<file path="config.mk">
export PLATFORM = sky130hd
export DESIGN_NAME = rotor_step_scheduler
export DESIGN_NICKNAME = d
export VERILOG_FILES = /design/src/rtl/enigma_pkg.sv /design/src/rtl/rotor_pos_next.sv /design/src/rtl/rotor_step_scheduler.sv
export SDC_FILE = /design/constraint.sdc
export NUM_CORES = 1
export LEC_CHECK = 0
export CELL_PAD_IN_SITES_DETAIL_PLACEMENT = 1
export CELL_PAD_IN_SITES_GLOBAL_PLACEMENT = 1
export CORE_ASPECT_RATIO = 1.25
export CORE_MARGIN = 4
export CORE_UTILIZATION = 39
export DETAILED_ROUTE_END_ITERATION = 8
export PLACE_DENSITY_LB_ADDON = 0.05
export RECOVER_POWER = 25
export SETUP_SLACK_MARGIN = 0.3
export SYNTH_ARGS = -nofsm -noshare
export SYNTH_HDL_FRONTEND = slang
export SYNTH_SLANG_ARGS = --single-unit
</file>
<file path="constraint.sdc">
create_clock -name clk -period 4.8 [get_ports clk]
set_clock_uncertainty 0.15 [all_clocks]
set_input_delay 1.2 -clock clk [delete_from_list [all_inputs] [get_ports clk]]
set_output_delay 1.2 -clock clk [all_outputs]
set_load 0.02 [all_outputs]
</file>
<file path="src/rtl/enigma_pkg.sv">
// Shared constants, FSM encoding and wrap-aware position helpers for the Enigma rotor datapath.
package enigma_pkg;
    localparam int POS_W   = 5;
    localparam int NUM_POS = 26;

    localparam int NOTCH_I   = 16;
    localparam int NOTCH_II  = 4;
    localparam int NOTCH_III = 21;
    localparam int NOTCH_IV  = 9;
    localparam int NOTCH_V   = 25;

    localparam logic DIR_FWD = 1'b0;
    localparam logic DIR_REV = 1'b1;

    typedef enum logic [1:0] {IDLE, STEP, DONE} step_state_e;

    // Wrap at the alphabet size, never at the 5-bit boundary.
    function automatic logic [POS_W-1:0] pos_inc(input logic [POS_W-1:0] p,
                                                 input logic [POS_W-1:0] last);
        return (p >= last) ? '0 : p + 1'b1;
    endfunction

    function automatic logic [POS_W-1:0] pos_dec(input logic [POS_W-1:0] p,
                                                 input logic [POS_W-1:0] last);
        return (p == '0) ? last : p - 1'b1;
    endfunction
endpackage

</file>
<file path="src/rtl/rotor_pos_next.sv">
// Next rotor positions for one forward step (with optional double-step) or one odometer-style reverse.
module rotor_pos_next
    import enigma_pkg::*;
#(
    parameter int NUM_POS_P = 26
) (
    input  logic [POS_W-1:0] r1,
    input  logic [POS_W-1:0] r2,
    input  logic [POS_W-1:0] r3,
    input  logic             dir,
    input  logic [POS_W-1:0] notch2,
    input  logic [POS_W-1:0] notch3,
    input  logic             double_step,
    output logic [POS_W-1:0] r1_next,
    output logic [POS_W-1:0] r2_next,
    output logic [POS_W-1:0] r3_next
);
    localparam logic [POS_W-1:0] LAST = POS_W'(NUM_POS_P - 1);

    logic [POS_W-1:0] r3_back;
    logic [POS_W-1:0] r2_back;
    logic             r2_carry_back;

    assign r3_back       = pos_dec(r3, LAST);
    assign r2_carry_back = (r3_back == notch3);
    assign r2_back       = r2_carry_back ? pos_dec(r2, LAST) : r2;

    always_comb begin
        r1_next = r1;
        r2_next = r2;
        r3_next = r3;
        if (dir == DIR_FWD) begin
            r3_next = pos_inc(r3, LAST);
            if ((r3 == notch3) || (double_step && (r2 == notch2)))
                r2_next = pos_inc(r2, LAST);
            if (r2 == notch2)
                r1_next = pos_inc(r1, LAST);
        end else begin
            // Reverse never undoes a double-step; it only unwinds true carries.
            r3_next = r3_back;
            r2_next = r2_back;
            if (r2_carry_back && (r2_back == notch2))
                r1_next = pos_dec(r1, LAST);
        end
    end
endmodule

</file>
<file path="src/rtl/rotor_step_scheduler.sv">
// Owns the r1/r2/r3 rotor positions; applies load and handshaked step requests through IDLE/STEP/DONE.
module rotor_step_scheduler
    import enigma_pkg::*;
#(
    parameter int NUM_POS     = 26,
    parameter int NOTCH1      = NOTCH_I,
    parameter int NOTCH2      = NOTCH_II,
    parameter int NOTCH3      = NOTCH_III,
    parameter bit DOUBLE_STEP = 1'b1
) (
    input  logic             clk,
    input  logic             rst,
    input  logic             load,
    input  logic [POS_W-1:0] r1_init,
    input  logic [POS_W-1:0] r2_init,
    input  logic [POS_W-1:0] r3_init,
    input  logic             step_valid,
    input  logic             step_dir,
    output logic             step_ready,
    output logic             step_done,
    output logic             busy,
    output logic [POS_W-1:0] r1_pos,
    output logic [POS_W-1:0] r2_pos,
    output logic [POS_W-1:0] r3_pos,
    output logic             cfg_err
);
    localparam logic [POS_W-1:0] NPOS = POS_W'(NUM_POS);

    // r1 has no successor rotor, so NOTCH1 only needs to be a legal position.
    if (NOTCH1 >= NUM_POS || NOTCH2 >= NUM_POS || NOTCH3 >= NUM_POS) begin : g_bad_notch
        $error("rotor_step_scheduler: notch parameter out of range");
    end

    step_state_e      state, state_nxt;
    logic             dir_q;
    logic             accept;
    logic             load_ok;
    logic [POS_W-1:0] r1_nxt, r2_nxt, r3_nxt;

    assign step_ready = (state == IDLE) && !load;
    assign accept     = step_valid && step_ready;
    assign step_done  = (state == DONE);
    assign busy       = (state != IDLE);
    assign load_ok    = (r1_init < NPOS) && (r2_init < NPOS) && (r3_init < NPOS);

    rotor_pos_next #(.NUM_POS_P(NUM_POS)) u_next (
        .r1          (r1_pos),
        .r2          (r2_pos),
        .r3          (r3_pos),
        .dir         (dir_q),
        .notch2      (POS_W'(NOTCH2)),
        .notch3      (POS_W'(NOTCH3)),
        .double_step (DOUBLE_STEP),
        .r1_next     (r1_nxt),
        .r2_next     (r2_nxt),
        .r3_next     (r3_nxt)
    );

    always_comb begin
        state_nxt = state;
        if (load) begin
            state_nxt = IDLE;
        end else begin
            case (state)
                IDLE:    if (accept) state_nxt = STEP;
                STEP:    state_nxt = DONE;
                DONE:    state_nxt = IDLE;
                default: state_nxt = IDLE;
            endcase
        end
    end

    always_ff @(posedge clk) begin
        if (rst) begin
            state   <= IDLE;
            dir_q   <= DIR_FWD;
            r1_pos  <= '0;
            r2_pos  <= '0;
            r3_pos  <= '0;
            cfg_err <= 1'b0;
        end else begin
            state <= state_nxt;
            if (accept)
                dir_q <= step_dir;
            if (load) begin
                cfg_err <= !load_ok;
                if (load_ok) begin
                    r1_pos <= r1_init;
                    r2_pos <= r2_init;
                    r3_pos <= r3_init;
                end
            end else if (state == STEP) begin
                r1_pos <= r1_nxt;
                r2_pos <= r2_nxt;
                r3_pos <= r3_nxt;
            end
        end
    end
endmodule
</file>
Yosys cells after proc, flatten, opt, wreduce, memory -nomap -nowiden --
Index checks and enable logic that the tools add are counted.
Storage, ports and cells: register bits 19, bits in latches 0, RAM bits 0, bits in read-only memories 0, input bits 20, output and inout bits 19, logic and storage cells 71, memories 0
Cells by class: $add $sub $neg 6, multiply operators 0, divide/modulo/power cells 0, $lt $le $gt $ge 6, eq/ne operators 9, shift operators 0, multiplexer cells 24, bitwise logic cells 0, reduce and logical (&&, ||, !) cells 20
Operator list (count):
- $mux 5 | 22
- $add 5x1->5 const B | 3
- $ge 5x5->1 const B | 3
- $logic_not 5->1 | 3
- $lt 5x5->1 const B | 3
- $sub 5x1->5 const B | 3
- $eq 5x3->1 const B | 2
- $eq 5x5->1 const B | 2
- $reduce_bool 3->1 | 2
- $logic_and 1x1->1 | 5
- $pmux 2 s2 | 1
- $reduce_and 4->1 | 1
- $reduce_bool 2->1 | 2
- $ne 3x2->1 const B | 1
- $reduce_and 3->1 | 1
- $eq 2x1->1 const B | 1
- $eq 2x2->1 const B | 1
- $logic_not 1->1 | 2
- $logic_not 2->1 | 1
- $mux 2 | 1
- $ne 2x1->1 const B | 1
- $ne 2x2->1 const B | 1
- $reduce_and 2->1 | 1
- $reduce_or 2->1 | 1
- $logic_or 1x1->1 | 1

Longest topological paths before layout --
Gate-level depths: netlist of run 1.
depth in word-level cells 10, mapped depth 9, mapped depth without buffers 9

Modules after synthesis --
A second synthesis of run 1 with hierarchy kept.
Second synthesis, totals: cells, all modules 301, area, all modules 2367.3 µm²
By module, submodules not included:
- rotor_pos_next | instances 1, cells an instance 199, area each 1295.0 µm², seq. area each 0.0 µm²
- rotor_step_scheduler | instances 1, cells an instance 102, area each 1072.3 µm², seq. area each 380.4 µm²

Worst setup path after synthesis of run 1 --
No wires, ideal clock.
path type input port to output port, from in load, to out step_ready, arrival time 1829 ps, data required time 3450 ps, slack 1621 ps, stages 3, buffers on the path 2, cells stage by stage buf_6 buf_4 nor2_1
On the way: word-level cells in the longest chain between the ends 2
Ends and longest elaborated chain:
- start, declared | line rotor_step_scheduler.sv:13 | input logic load,
- $logic_not 1->1 | line rotor_step_scheduler.sv:40 | assign step_ready = (state == IDLE) && !load;
- $logic_and 1x1->1 | line rotor_step_scheduler.sv:40
- end, declared | line rotor_step_scheduler.sv:19 | output logic step_ready,
Every way passes these cells.

Worst setup path in the final report of run 1 --
Ends and elaborated chain as after synthesis.

==> key figures, run 1 <==
Run status
  – Outcome: complete, no violations

Cells and area
  – Share of cells above drive strength 1: 7.308%
  – Final net count: 291
  – Final Non-Filler Cells: 316
  – Final instance area: 0.002152 mm^2
  – Synth-to-Final Area Change: 23.30%
  – Inserted Diodes: 0

Logic synthesis
  – Cell Area, Synth: 0.001745 mm^2
  – Syn_nets: 261
  – Distinct cells, synth: 53
  – Ys async rst share: 0%
  – #FFs+latches synth: 19
  – Post-synthesis sequential area ratio: 21.79%
  – Top-count cell post-synth: nor2_1
  – Yosys Warn Count: 0
  – Synthesized area per cell: 7.556 um^2
  – Area leader, netlist: dfxtp_1
  – Post-synth top cells: 31 x nor2_1, 19 x dfxtp_1, 19 x nand2_1, 18 x o21ai_0, 16 x a21oi_1
  – Area contributors post-synth: dfxtp_1 22%, ha_1 7.2%, nor2_1 6.7%
  – Cell count after synthesis: 231
  – EDFF count, synth: 0
  – Top-area cell type share of the netlist area: 21.79%
  – Ys flop type: dfxtp_1

CTS
  – Worst-skew pair later-pin latency: 0.27 ns
  – CTS root buf: clkbuf_8
  – Hold_buf cts: 0
  – Post-CTS Setup Bufs: 0
  – Clock transition at path regs: 0.08 ns
  – CTS buffer count: 3
  – Clock Sink Count: 19
  – Resize count post-CTS: 0
  – CTS H-tree lvls: 1
  – CTS tree: yes
  – Clock Tree Buf Depth: 2

Timing
  – Relative slew slack: 46.21%
  – Setup violations, final: 0
  – Max Slew Vio Count: 0
  – Min Clock Period, post-route: 3.808 ns
  – Hold slack: 0.3755 ns
  – TNS Setup: 0 ns
  – Tcrit/Tclk final: 79.34%
  – Max Fclk: 0.2626 GHz
  – Least-Margin Pin Slew: 0.8042 ns
  – Setup repair after global routing missed its margin: no
  – Final hold violations: 0

Min path
  – Hold Path End: state[1]
  – HP Start: state[0]
  – Worst hold path depth: 2
  – HP Class: reg -> reg

Global routing
  – Total Routing Usage GR: 19.82%
  – Number of global-route vias before repair: 1803
  – Overflow after GRT: 0
  – Largest net degree at the start of global routing: 28
  – Initial antenna violation count: 0
  – First-pass GRT wire length: 8590 um

Floorplanning
  – Core Area: 0.004197 mm^2
  – Die area: 0.005616 mm^2
  – Cell row count: 26
  – Die W: 67.84 um
  – Initial Utilization: 41.59%
  – Io pins: 39
  – Die Ht: 82.80 um

Routing
  – Via Count: 1814
  – DRC: 0
  – Via density: 5.741
  – Per-cell routed wire length: 16.02 um
  – Antenna-violating nets left: 0
  – 1st-iter DRT viols: 128
  – Final WL: 5061 um
  – DR pass1 iterations: 4

Placed design
  – GPL Wtd Cong: 0.8217
  – Post-DP Area: 0.002107 mm^2
  – HPWL Detailed: 3804 um
  – Placed Instances: 312
  – Port bufs: 38

Critical path
  – Reg-to-Reg Start: r3_pos[0]
  – Reg2reg setup slack: 1.92 ns
  – Critical Path Start Type: input pin
  – R2R depth: 9
  – Worst Path Required: 3.45 ns
  – Reg2reg end: r2_pos[2]
  – Crit Path Category: in -> out
  – CP Max Fanout: 3
  – Worst setup EP type: primary output
  – CP arrival: 2.46 ns

Power
  – Peak VDD IR: 136.5 uV
  – Lkg Pwr: 0.7962 nW
  – Pwr dens: 230.3 mW/mm^2

Run
  – Maxcap violations: 0
critical path, stage by stage:
cell and delay (ns):
clkdlybuf4s50_1 0.42, nor2_1 0.19, clkdlybuf4s50_1 0.64
cell type report:
cell class | instances | area [um^2]
multi-input cells | 188 | 1231
repair buffers | 39 | 387.9
inverters | 10 | 37.54
fillers | 540 | 2044
flip-flops and latches | 19 | 380.4
clock buffers | 4 | 45.04
well taps | 56 | 70.07
layout by cell type, fill, tap and decap left out, types with 3 or more instances in the layout:
master and n:
clkbuf_8 3, nand2_1 19, nor4b_1 3, nor3_1 13
o211ai_1 5, a22oi_1 6, xnor2_1 8, dlygate4sd3_1 6
clkdlybuf4s50_1 32, o31ai_1 3, nand2b_1 3, dfxtp_1 19
nand3_1 6, a211oi_1 3, nor2_1 31, inv_1 9
ha_1 10, o21ai_0 18, a21oi_1 16, mux2i_1 3
a211oi_2 3
how the worst max path moves through the flow:
stage          startpoint    endpoint  slack (ns)  cells after the start
6_report             load  step_ready        0.99                      3
3_3_place_gp         load  step_ready        0.99                      3
4_1_cts              load  step_ready        0.98                      3
3_5_place_dp         load  step_ready        0.99                      3
5_1_grt              load  step_ready        0.92                      3
2_1_floorplan        load  step_ready        1.62                      3
power breakdown:
part	internal, W	total, W	switching (W)
clock network	0.0000593	0.000120	0.0000604
logic	0.0000860	0.000180	0.0000944
registers	0.000168	0.000195	0.0000270
total	0.000314	0.000496	0.000182
state kept, by name, summed over array words and instances (netlist names):
name and cells:
r1_pos 5, r2_pos 5, r3_pos 5, state 2
cfg_err 1, dir_q 1
through the flow:
step | setup WS [ns] | util [%] | power [W]
after floorplan | 1.621 | - | 0.0003189
after global placement | 0.9909 | 50.21 | 0.0003778
after detailed placement | 0.9902 | 50.21 | 0.0003816
after CTS | 0.9820 | 51.28 | 0.0005026
after global routing | 0.9172 | 51.28 | 0.0005290
final | 0.9916 | 51.28 | 0.0004956
routing by layer:
layer | up-vias | routed length (um) | GRT usage, %
met1 | 880 | 2237 | 24.51
met2 | 32 | 2581 | 34.86
met5 | - | 0 | 0
li1 | 894 | - | -
met3 | 8 | 152 | 2.965
met4 | 0 | 89 | 6.362
logic make-up (layout without fill, tap and decap cells):
kind of cell | count (synthesis) | after routing | share of synthesized area, %
adders and majority gates | 10 | 10 | 7.168
and+or+nand+nor | 93 | 93 | 27.03
muxes | 6 | 6 | 3.656
xor gates and xnor gates | 9 | 9 | 4.516
DFF | 19 | 19 | 21.79
AOI/OAI and AO/OA | 70 | 70 | 28.17
buffers and inverters | 24 | 53 | 7.670
(Power assumes the default switching activity.)
==> inputs of run 2 (changes only) <==
CORE_UTILIZATION = 36   (was 39)
clock period = 3.6 ns   (was 4.8 ns; I/O delays follow)
==> key figures, run 2 (synthesized netlist as in run 1, its figures left out) <==
Run status
  – Outcome: complete, no violations

Global routing
  – Total Routing Usage GR: 17.99%
  – Initial antenna violation count: 0
  – Met2 Resource Use GR: 32.54%
  – Largest net degree at the start of global routing: 28
  – GR peak layer: met2
  – First-pass GRT wire length: 8928 um
  – Overflow after GRT: 0
  – Number of global-route vias before repair: 1823
  – Grt met3 use: 2.814%
  – Met1 Use GR: 22.64%

Floorplanning
  – Cell row count: 28
  – Io pins: 39
  – Die Ht: 85.85 um
  – Initial Utilization: 36.90%
  – Core Area: 0.004730 mm^2
  – Die area: 0.006034 mm^2
  – Die W: 70.28 um

Critical path
  – Critical-path cell list: clkdlybuf4s50_1, nor2_1, clkdlybuf4s50_1
  – CP arrival: 2.14 ns
  – Critical Path Start Type: input pin
  – Max incr delay on CP: 0.64 ns
  – Crit-path slowest cell: clkdlybuf4s50_1
  – Worst Path Required: 2.55 ns
  – Crit Path Category: in -> out
  – Worst path top cell family by delay: buffers and inverters
  – Buf/Inv on CP: 2
  – Critical path depth in cells: 3
  – CP Max Fanout: 3
  – Top cell by count, worst path: clkdlybuf4s50_1
  – Worst setup EP type: primary output
  – R2R depth: 9

Placed design
  – HPWL Detailed: 4058 um
  – GPL Wtd Cong: 0.7875
  – Pre-CTS WS: 0.4024 ns
  – Port bufs: 38
  – Placed Instances: 319

Routing
  – Antenna-violating nets left: 0
  – Via Count: 1833
  – Per-cell routed wire length: 16.32 um
  – Final WL: 5272 um
  – DRC: 0
  – DR pass1 iterations: 4
  – Via density: 5.675
  – 1st-iter DRT viols: 73

Cells and area
  – Most frequent cells in the layout: 32 x clkdlybuf4s50_1, 31 x nor2_1, 19 x nand2_1, 19 x dfxtp_1, 18 x o21ai_0
  – Share of cells above drive strength 1: 8.745%
  – Synth-to-Final Area Change: 24.95%
  – Biggest regs: r1_pos: 5 flops, r2_pos: 5 flops, r3_pos: 5 flops
  – Most common cell after layout, fill and taps aside: clkdlybuf4s50_1
  – Final net count: 294
  – Inserted Diodes: 0
  – Final Non-Filler Cells: 323

Power
  – Clock group share of total power: 23.2%
  – Total net switching power: 0.0002411 W
  – Sw frac: 36.47%
  – Power Internal: 0.0004199 W
  – Overall Power: 0.0006610 W
  – Combinational power share: 37.2%
  – Sequential Power Share: 39.5%
  – Pwr dens: 303.1 mW/mm^2
  – Peak VDD IR: 216.0 uV
  – Lkg Pwr: 0.8141 nW

CTS
  – Clock transition at path regs: 0.08 ns
  – CTS tree: yes
  – Post-CTS Setup Bufs: 0
  – Worst-skew pair later-pin latency: 0.26 ns
  – Hold_buf cts: 0
  – CTS root buf: clkbuf_8
  – CTS buffer count: 3
  – Clock Sink Count: 19
  – CTS H-tree lvls: 1
  – Resize count post-CTS: 0
  – Clock Tree Buf Depth: 2

Timing
  – Min Clock Period, post-route: 3.192 ns
  – Post-route setup slack: 0.4075 ns
  – Relative slew slack: 46.97%
  – Tcrit/Tclk final: 88.68%
  – Max Fclk: 0.3132 GHz
  – Setup repair after global routing missed its margin: no
  – Max Slew Vio Count: 0
  – TNS Setup: 0 ns
  – Hold slack: 0.3904 ns
  – Setup violations, final: 0
  – Least-Margin Pin Slew: 0.7928 ns
  – Final hold violations: 0

Run
  – Maxcap violations: 0

Min path
  – Worst hold path depth: 2
  – HP Class: reg -> reg
-- run 2: cell types whose count changed in the layout (fill, tap and decap cells not counted) --
cell      delta
buf_4        +3
clkbuf_1     -1
clkinv_2     +1
-- run 2: cell type report --
cell class              count  area (um^2)
flip-flops and latches     19        380.4
well taps                  60        75.07
multi-input cells         188         1231
fillers                   599         2549
inverters                  10        37.54
clock inverters             1        5.005
clock buffers               3        41.29
repair buffers             42        410.4
-- run 2: power groups by stage --
stage               registers, W  clock network, W  logic [W]
floorplan               0.000262                 0   0.000164
global placement        0.000266                 0   0.000244
detailed placement      0.000267                 0   0.000248
CTS                     0.000262          0.000162   0.000249
global route            0.000266          0.000170   0.000273
finish                  0.000261          0.000154   0.000246
-- run 2: routing by layer --
| layer | up-vias | wire [um] | share of wire [%] |
|---|---|---|---|
| li1 | 903 | - | - |
| met1 | 889 | 2365 | 45 |
| met2 | 37 | 2674 | 51 |
| met3 | 4 | 193 | 3.7 |
| met4 | 0 | 39 | 0.74 |
| met5 | - | 0 | 0 |
-- run 2: worst paths after layout --
kind | start | endpoint | slack [ns]
hold reg to reg | state[0] | state[1] | 0.39
setup / recovery | load | step_ready | 0.41
setup reg to reg | r3_pos[0] | r2_pos[2] | 0.67
hold / removal | state[0] | state[1] | 0.39
-- run 2: tightest hold or removal path, delay by kind of cell, from the launching register on --
kind	cells	cell delay [ns]
flip-flops	1	0.33
AND/OR/NAND/NOR	2	0.17
-- run 2: metrics by stage --
stage / instance area, um^2 / utilization (%)
6_report: 2181 / 46.11
5_1_grt: 2181 / 46.11
4_1_cts: 2181 / 46.11
3_5_place_dp: 2135 / 45.13
3_3_place_gp: 2135 / 45.13
2_1_floorplan: 1745 / -
==> inputs of run 3 (changes only) <==
RECOVER_POWER = default   (was 25)
==> key figures, run 3 (synthesized netlist as in run 1, its figures left out) <==
CTS
  – Resize count post-CTS: 0
  – Clock transition at path regs: 0.08 ns
  – CTS tree: yes
  – Worst-skew pair later-pin latency: 0.26 ns
  – CTS root buf: clkbuf_8
  – Clock Tree Buf Depth: 2
  – Hold_buf cts: 0
  – Clock Sink Count: 19
  – Post-CTS Setup Bufs: 0
  – CTS H-tree lvls: 1
  – CTS buffer count: 3

Floorplanning
  – Die Ht: 85.85 um
  – Initial Utilization: 36.90%
  – Cell row count: 28
  – Die W: 70.28 um
  – Io pins: 39
  – Die area: 0.006034 mm^2
  – Core Area: 0.004730 mm^2

Routing
  – DR pass1 iterations: 4
  – Antenna-violating nets left: 0
  – DRC: 0
  – 1st-iter DRT viols: 73
  – Final WL: 5269 um
  – Via density: 5.700
  – Via Count: 1841
  – Per-cell routed wire length: 16.31 um

Critical path
  – CP Max Fanout: 3
  – Critical Path Start Type: input pin
  – Worst path top cell family by delay: buffers and inverters
  – Crit Path Category: in -> out
  – Worst setup EP type: primary output
  – Top cell by count, worst path: clkdlybuf4s50_1
  – Crit-path slowest cell: clkdlybuf4s50_1
  – Buf/Inv on CP: 2
  – CP arrival: 2.14 ns
  – Max incr delay on CP: 0.64 ns
  – Worst Path Required: 2.55 ns
  – Critical-path cell list: clkdlybuf4s50_1, nor2_1, clkdlybuf4s50_1

Placed design
  – HPWL Detailed: 4058 um
  – GPL Wtd Cong: 0.7875
  – Port bufs: 38

Power
  – Power Internal: 0.0004213 W
  – Sequential Power Share: 39.5%
  – Overall Power: 0.0006626 W
  – Combinational power share: 37.3%
  – Sw frac: 36.42%
  – Total net switching power: 0.0002413 W
  – Clock group share of total power: 23.2%
  – Pwr dens: 303.8 mW/mm^2
  – Peak VDD IR: 216.0 uV
  – Lkg Pwr: 0.7992 nW

Cells and area
  – Area of the multi-input gates: 0.001231 mm^2
  – Share of cells above drive strength 1: 8.745%
  – Biggest regs: r1_pos: 5 flops, r2_pos: 5 flops, r3_pos: 5 flops
  – Most common cell after layout, fill and taps aside: clkdlybuf4s50_1
  – Reg area: 380.4 um^2
  – Synth-to-Final Area Change: 24.95%
  – Fillcell total: 599
  – Inserted Diodes: 0
  – Final net count: 294
  – Most frequent cells in the layout: 38 x clkdlybuf4s50_1, 31 x nor2_1, 19 x nand2_1, 19 x dfxtp_1, 18 x o21ai_0

Global routing
  – Initial antenna violation count: 0
  – Overflow after GRT: 0
  – First-pass GRT wire length: 8928 um
  – Total Routing Usage GR: 17.99%
  – Largest net degree at the start of global routing: 28
  – Number of global-route vias before repair: 1823

Timing
  – Final hold violations: 0
  – Min Clock Period, post-route: 3.192 ns
  – Relative slew slack: 47.50%
  – Least-Margin Pin Slew: 0.7850 ns
  – Max Slew Vio Count: 0
  – TNS Setup: 0 ns
  – Setup violations, final: 0
  – Max Fclk: 0.3132 GHz
  – Tcrit/Tclk final: 88.68%
  – Setup repair after global routing missed its margin: no

Min path
  – HP Class: reg -> reg

Run
  – Maxcap violations: 0

Run status
  – Outcome: complete, no violations
[run 3: cell types whose count changed in the layout (fill, tap and decap cells not counted)]
| cell | change |
|---|---|
| dlygate4sd3_1 | -6 |
| clkdlybuf4s50_1 | +6 |
[run 3: stage by stage]
stage	instances	hold WS [ns]	worst slack (ns)	util, %	cell area (um^2)
final	323	0.3903	0.4075	46.11	2181
after detailed placement	319	0.3863	0.4024	45.13	2135
after CTS	323	0.4035	0.3922	46.11	2181
after floorplan	231	0.3123	0.9514	-	1745
after global placement	319	0.3706	0.4101	45.13	2135
after global routing	323	0.4363	0.3432	46.11	2181
[run 3: final cells by class]
class,count,share of cell area (%)
tap,60,3.442
clock inverter,1,0.2295
timing repair buffer,42,18.82
multi-input combinational,188,56.45
clock buffer,3,1.893
inverter,10,1.721
sequential,19,17.44
[run 3: layer usage]
metal	wire length [um]	vias up	GRT usage, %
met5	0	-	0
met1	2352	895	22.64
met2	2677	39	32.54
met4	39	0	3.136
li1	-	903	-
met3	199	4	2.814
[run 3: worst reg2reg max path, stage by stage (launching register included)]
cell and delay (ns):
dfxtp_1 0.54, inv_1 0.14, ha_1 0.30, nand2b_1 0.18
a211oi_2 0.34, and3_2 0.28, nand2_1 0.07, mux2_1 0.33
a222oi_1 0.34, a211oi_1 0.12
[run 3: final timing paths]
kind                   from    endpoint  slack, ns  cells past startpoint
hold reg to reg    state[0]    state[1]       0.39                      2
hold / removal     state[0]    state[1]       0.39                      2
setup / recovery       load  step_ready       0.41                      3
setup reg to reg  r3_pos[0]   r2_pos[2]       0.67                      9
[run 3: power groups by stage]
stage | sequential [W] | clock, W | combinational [W]
finish | 0.000262 | 0.000154 | 0.000247
floorplan | 0.000262 | 0 | 0.000164
CTS | 0.000262 | 0.000162 | 0.000249
global route | 0.000266 | 0.000170 | 0.000275
detailed placement | 0.000267 | 0 | 0.000248
global placement | 0.000266 | 0 | 0.000244
